==> src/rtl/calendar_date_counter.sv <==
// Day/month/two-digit-year register advancing one day per tick, with
// month length supplied by an external days-per-month decoder.
module calendar_date_counter #(
   parameter int unsigned YEAR_MAX    = 99,
   parameter int unsigned RESET_DAY   = 1,
   parameter int unsigned RESET_MONTH = 1,
   parameter int unsigned RESET_YEAR  = 0
) (
   input  logic       clk,
   input  logic       rst_n,
   input  logic       tick,
   input  logic       load,
   input  logic [4:0] ld_day,
   input  logic [3:0] ld_month,
   input  logic [6:0] ld_year,
   input  logic       m28,
   input  logic       m29,
   input  logic       m30,
   input  logic       m31,
   output logic [3:0] month,
   output logic       leap,
   output logic [4:0] day,
   output logic [6:0] year,
   output logic       month_end,
   output logic       year_end,
   output logic       load_err,
   output logic       busy
);

   typedef enum logic [0:0] {ST_RUN = 1'b0, ST_CHECK = 1'b1} state_t;

   localparam logic [6:0] YEAR_MAX_C    = 7'(YEAR_MAX);
   localparam logic [4:0] RESET_DAY_C   = 5'(RESET_DAY);
   localparam logic [3:0] RESET_MONTH_C = 4'(RESET_MONTH);
   localparam logic [6:0] RESET_YEAR_C  = 7'(RESET_YEAR);

   state_t     state_r, state_s;
   logic [4:0] day_r, day_s;
   logic [3:0] month_r, month_s;
   logic [6:0] year_r, year_s;
   logic       pend_r, pend_s;
   logic       month_end_r, month_end_s;
   logic       year_end_r, year_end_s;
   logic       load_err_r, load_err_s;
   logic [4:0] len_s;
   logic       len_ok_s;
   logic       ld_bad_s;

   // Decode month length from the decoder's one-hot result.
   always_comb begin
      len_s    = 5'd0;
      len_ok_s = 1'b1;
      if (m31) begin
         len_s = 5'd31;
      end else if (m30) begin
         len_s = 5'd30;
      end else if (m29) begin
         len_s = 5'd29;
      end else if (m28) begin
         len_s = 5'd28;
      end else begin
         len_ok_s = 1'b0;
      end
   end

   assign ld_bad_s = (ld_month == 4'd0) || (ld_month > 4'd12) ||
                     (ld_day == 5'd0) || (ld_year > YEAR_MAX_C);

   // Next-state, date update and pulse generation.
   always_comb begin
      state_s     = state_r;
      day_s       = day_r;
      month_s     = month_r;
      year_s      = year_r;
      pend_s      = pend_r;
      month_end_s = 1'b0;
      year_end_s  = 1'b0;
      load_err_s  = 1'b0;
      case (state_r)
         ST_RUN: begin
            if (load) begin
               // A load supersedes any tick, including one held in pend.
               pend_s = 1'b0;
               if (ld_bad_s) begin
                  load_err_s = 1'b1;
               end else begin
                  day_s   = ld_day;
                  month_s = ld_month;
                  year_s  = ld_year;
                  state_s = ST_CHECK;
               end
            end else if (tick || pend_r) begin
               pend_s = 1'b0;
               if (!len_ok_s) begin
                  day_s = day_r;
               end else if (day_r < len_s) begin
                  day_s = day_r + 5'd1;
               end else if (month_r < 4'd12) begin
                  day_s       = 5'd1;
                  month_s     = month_r + 4'd1;
                  month_end_s = 1'b1;
               end else begin
                  day_s       = 5'd1;
                  month_s     = 4'd1;
                  month_end_s = 1'b1;
                  year_end_s  = 1'b1;
                  year_s      = (year_r == YEAR_MAX_C) ? 7'd0 : year_r + 7'd1;
               end
            end else begin
               pend_s = pend_r;
            end
         end
         ST_CHECK: begin
            // Decoder now sees the loaded month/leap; clamp an over-long day.
            if (len_ok_s && (day_r > len_s)) begin
               day_s      = len_s;
               load_err_s = 1'b1;
            end else begin
               day_s = day_r;
            end
            pend_s  = tick;
            state_s = ST_RUN;
         end
         default: begin
            state_s = ST_RUN;
            pend_s  = 1'b0;
         end
      endcase
   end

   // State and output registers.
   always_ff @(posedge clk or negedge rst_n) begin
      if (!rst_n) begin
         state_r     <= ST_RUN;
         day_r       <= RESET_DAY_C;
         month_r     <= RESET_MONTH_C;
         year_r      <= RESET_YEAR_C;
         pend_r      <= 1'b0;
         month_end_r <= 1'b0;
         year_end_r  <= 1'b0;
         load_err_r  <= 1'b0;
      end else begin
         state_r     <= state_s;
         day_r       <= day_s;
         month_r     <= month_s;
         year_r      <= year_s;
         pend_r      <= pend_s;
         month_end_r <= month_end_s;
         year_end_r  <= year_end_s;
         load_err_r  <= load_err_s;
      end
   end

   assign day       = day_r;
   assign month     = month_r;
   assign year      = year_r;
   assign leap      = (year_r[1:0] == 2'b00);
   assign month_end = month_end_r;
   assign year_end  = year_end_r;
   assign load_err  = load_err_r;
   assign busy      = (state_r == ST_CHECK);

endmodule

==> config.mk <==
export PLATFORM = sky130hd
export DESIGN_NAME = calendar_date_counter
export DESIGN_NICKNAME = d
export VERILOG_FILES = /design/src/rtl/calendar_date_counter.sv
export SDC_FILE = /design/constraint.sdc
export NUM_CORES = 1
export LEC_CHECK = 0
export BUFFER_PORTS_ARGS = -buffer_cell sky130_fd_sc_hd__buf_2
export CORE_ASPECT_RATIO = 0.7
export CORE_MARGIN = 3
export CORE_UTILIZATION = 46
export DETAILED_ROUTE_END_ITERATION = 10
export PLACE_DENSITY = 0.78
export SETUP_SLACK_MARGIN = 0.02
export SYNTH_ARGS = -nofsm -noshare
export SYNTH_HDL_FRONTEND = slang
export SYNTH_SLANG_ARGS = --single-unit
==> constraint.sdc <==
create_clock -name clk -period 2.1 [get_ports clk]
set_clock_uncertainty 0.15 [all_clocks]
set_input_delay 0.105 -clock clk [delete_from_list [all_inputs] [get_ports clk]]
set_output_delay 0.105 -clock clk [all_outputs]
set_load 0.02 [all_outputs]
==> impl_metrics.json <==
{
  "status": "finished clean",
  "drive_gt1_share_pct": 44.5,
  "slew_headroom_pct": 68.1,
  "syn_inst": 167,
  "initial_core_util_pct": 49.7,
  "ys_types": 42,
  "drv_cap": 0,
  "tightest_slew_ns": 0.479,
  "p_leak_nw": 0.987,
  "cts_tree": "built",
  "crit_path_start": "day[4]$_DFFE_PN0P_",
  "num_vias": 1574,
  "cts_max_level": 1,
  "fin_ws_ns": 0.0480,
  "ff2ff_setup_slack_ns": 0.05,
  "syn_area_um2": 1440,
  "grt_max_degree": 36,
  "area_delta_synth_final_pct": 43.7,
  "synth.area.top_cells": "dfrtp_1, ha_1, a21oi_1, nand2_1, o21ai_0",
  "syn-num-nets": 200,
  "placed_cell_area_um2": 1860,
  "yosysTopAreaCell": "dfrtp_1",
  "synth-async-reset-ratio_pct": 100,
  "wl_per_cell_um": 16.2,
  "yosysSeqAreaShare_pct": 36.6,
  "fin_crit_sh_pct": 97.7,
  "clkLatencyLatePin_ns": 0.26,
  "rr_endpoint": "year[3]$_DFFE_PN0P_",
  "die_h_um": 52.9,
  "max_freq_mhz": 487,
  "dieWidth_um": 73.0,
  "worstPathArrival_ns": 2.06,
  "cts-buffers-inserted": 3,
  "dp_slack_ns": -0.255,
  "total_power_w": 0.00232,
  "core-area_um2": 2900,
  "r2r_start": "day[4]$_DFFE_PN0P_",
  "power.density_nw_per_um2": 1120,
  "min_path_cells": 3,
  "cts_sinks": 21,
  "synth_edf_count": 0,
  "rows": 16,
  "required_ns": 2.11,
  "final_cells": 272,
  "post_synth.cell_area_avg_um2": 8.65,
  "ir_drop_uv": 689,
  "fin_nets": 270,
  "hpwl_um": 3190,
  "drc": 0,
  "grt.overflow.total": 0,
  "hold_slack_ns": 0.00565,
  "path_class": "flop to flop",
  "routed_via_density": 5.79,
  "r2r_cells": 8,
  "postRouteAntennaNets": 0,
  "place_congestion": 0.916,
  "finalHoldViolCount": 0,
  "ys_warn_count": 0,
  "grt_pass1_vias": 1500,
  "clkTransAtPathRegs_ns": 0.08,
  "synth_top_area_share_pct": 32.9,
  "setup_violations": 0,
  "io_buffers": 44,
  "wl_um": 4400,
  "cp-start-kind": "flop",
  "drt_iter0_drc": 94,
  "holdCritPathClass": "input pin to flop",
  "endpoint": "year[3]$_DFFE_PN0P_",
  "yosys-top-cells-count": "dfrtp_1, nand2_1, a21oi_1",
  "antenna_cells": 0,
  "ctsLongestPathBuffers": 2,
  "worst_setup_path_end_kind": "flop",
  "stdcell_area_um2": 2070,
  "drv_slew": 0,
  "path_max_fanout": 5,
  "dp_cells": 261,
  "rsz0062_at_grt": "true",
  "ys_ff_latch": 21,
  "cts_root_buf": "clkbuf_8",
  "grt_pass1_wl_um": 6800,
  "track_usage_pct": 23.2,
  "drt_pass1_iterations": 4,
  "period_needed_ns": 2.05,
  "antenna_found_initial": 0,
  "io_pins": 45,
  "die_area_um2": 3860,
  "ys_dominant_reg_cell": "dfrtp_1"
}
-- final cells by class --
type                    instances  area, um2
multi-input cells             129        955
well taps                      36       45.0
flip-flops and latches         21        533
clock buffers                   4       45.0
repair buffers                 72        459
fillers                       189        828
inverters                      10       37.5
-- through the flow --
stage | util, % | TNS, ns
after CTS | 68.9 | 0
after global placement | 64.2 | -1.02
after detailed placement | 64.2 | -2.42
after floorplan | - | -0.197
after global routing | 71.5 | -0.00507
final | 71.5 | 0
-- where the power goes --
part | total [W] | internal [W] | switching (W)
clock | 0.000275 | 0.000136 | 0.000139
sequential | 0.000713 | 0.000555 | 0.000157
combinational | 0.00133 | 0.000613 | 0.000722
total | 0.00232 | 0.00130 | 0.00102
-- state kept, by name, indices dropped and copies added (netlist names) --
name	count
year	7
day	5
month	4
busy	1
load_err	1
month_end	1
pend_r	1
year_end	1
-- critical path, cell delays in order, from the launching register on --
cell,delay (ns)
dfrtp_2,0.45
ha_4,0.29
and3_4,0.18
o21a_4,0.15
buf_6,0.10
o21bai_4,0.08
a21oi_4,0.23
o21ai_1,0.10
a22o_1,0.21
-- worst min path at each step --
stage,startpoint,endpoint,slack (ns)
after floorplan,rst_n,busy$_DFF_PN0_,-0.34
after global placement,rst_n,load_err$_DFF_PN0_,-0.07
after detailed placement,rst_n,load_err$_DFF_PN0_,-0.06
after CTS,ld_day[3],day[3]$_DFFE_PN0P_,0.006
after global routing,ld_year[1],year[1]$_DFFE_PN0P_,0.02
final,ld_day[3],day[3]$_DFFE_PN0P_,0.006
-- cells by family (layout without fill, tap and decap cells) --
logic type / Yosys count / count (layout) / share of synthesized area [%]
AO/OA/AOI/OAI: 53 / 53 / 25.0
XOR/XNOR: 3 / 3 / 1.82
adder cells (fa/ha/maj): 9 / 9 / 7.80
buffers and inverters: 17 / 86 / 5.46
flip-flops: 21 / 21 / 36.6
multiplexers: 6 / 6 / 4.33
AND/OR/NAND/NOR: 58 / 58 / 19.1
-- placed cells by master, fill, tap and decap left out, types with 5 or more instances in the layout --
cell,instances
a21oi_1,14
buf_2,44
buf_4,22
dfrtp_1,15
ha_1,5
inv_1,9
nand2_1,17
nand3_1,7
nor2_1,13
nor3_1,6
o21ai_0,6
-- routing by layer --
metal | up-vias | track usage, % | wire, um | part of all wire (%)
li1 | 746 | - | - | -
met2 | 68 | 40.3 | 2140 | 49
met5 | - | 0 | 0 | 0
met3 | 12 | 6.26 | 326 | 7.4
met4 | 0 | 6.13 | 63 | 1.4
met1 | 748 | 28.5 | 1870 | 42
-- repair_timing --
| action | in CTS | in global routing |
|---|---|---|
| cloned | 0 | 0 |
| resized for setup | 11 | 16 |
| hold endpoints to repair | 22 | 0 |
| pin swaps | 8 | 14 |
| endpoints found under the setup margin | 6 | 16 |
| hold buffers | 2 | 0 |
| setup buffers | 2 | 3 |
Note: power is estimated with default switching activity, not from simulation.
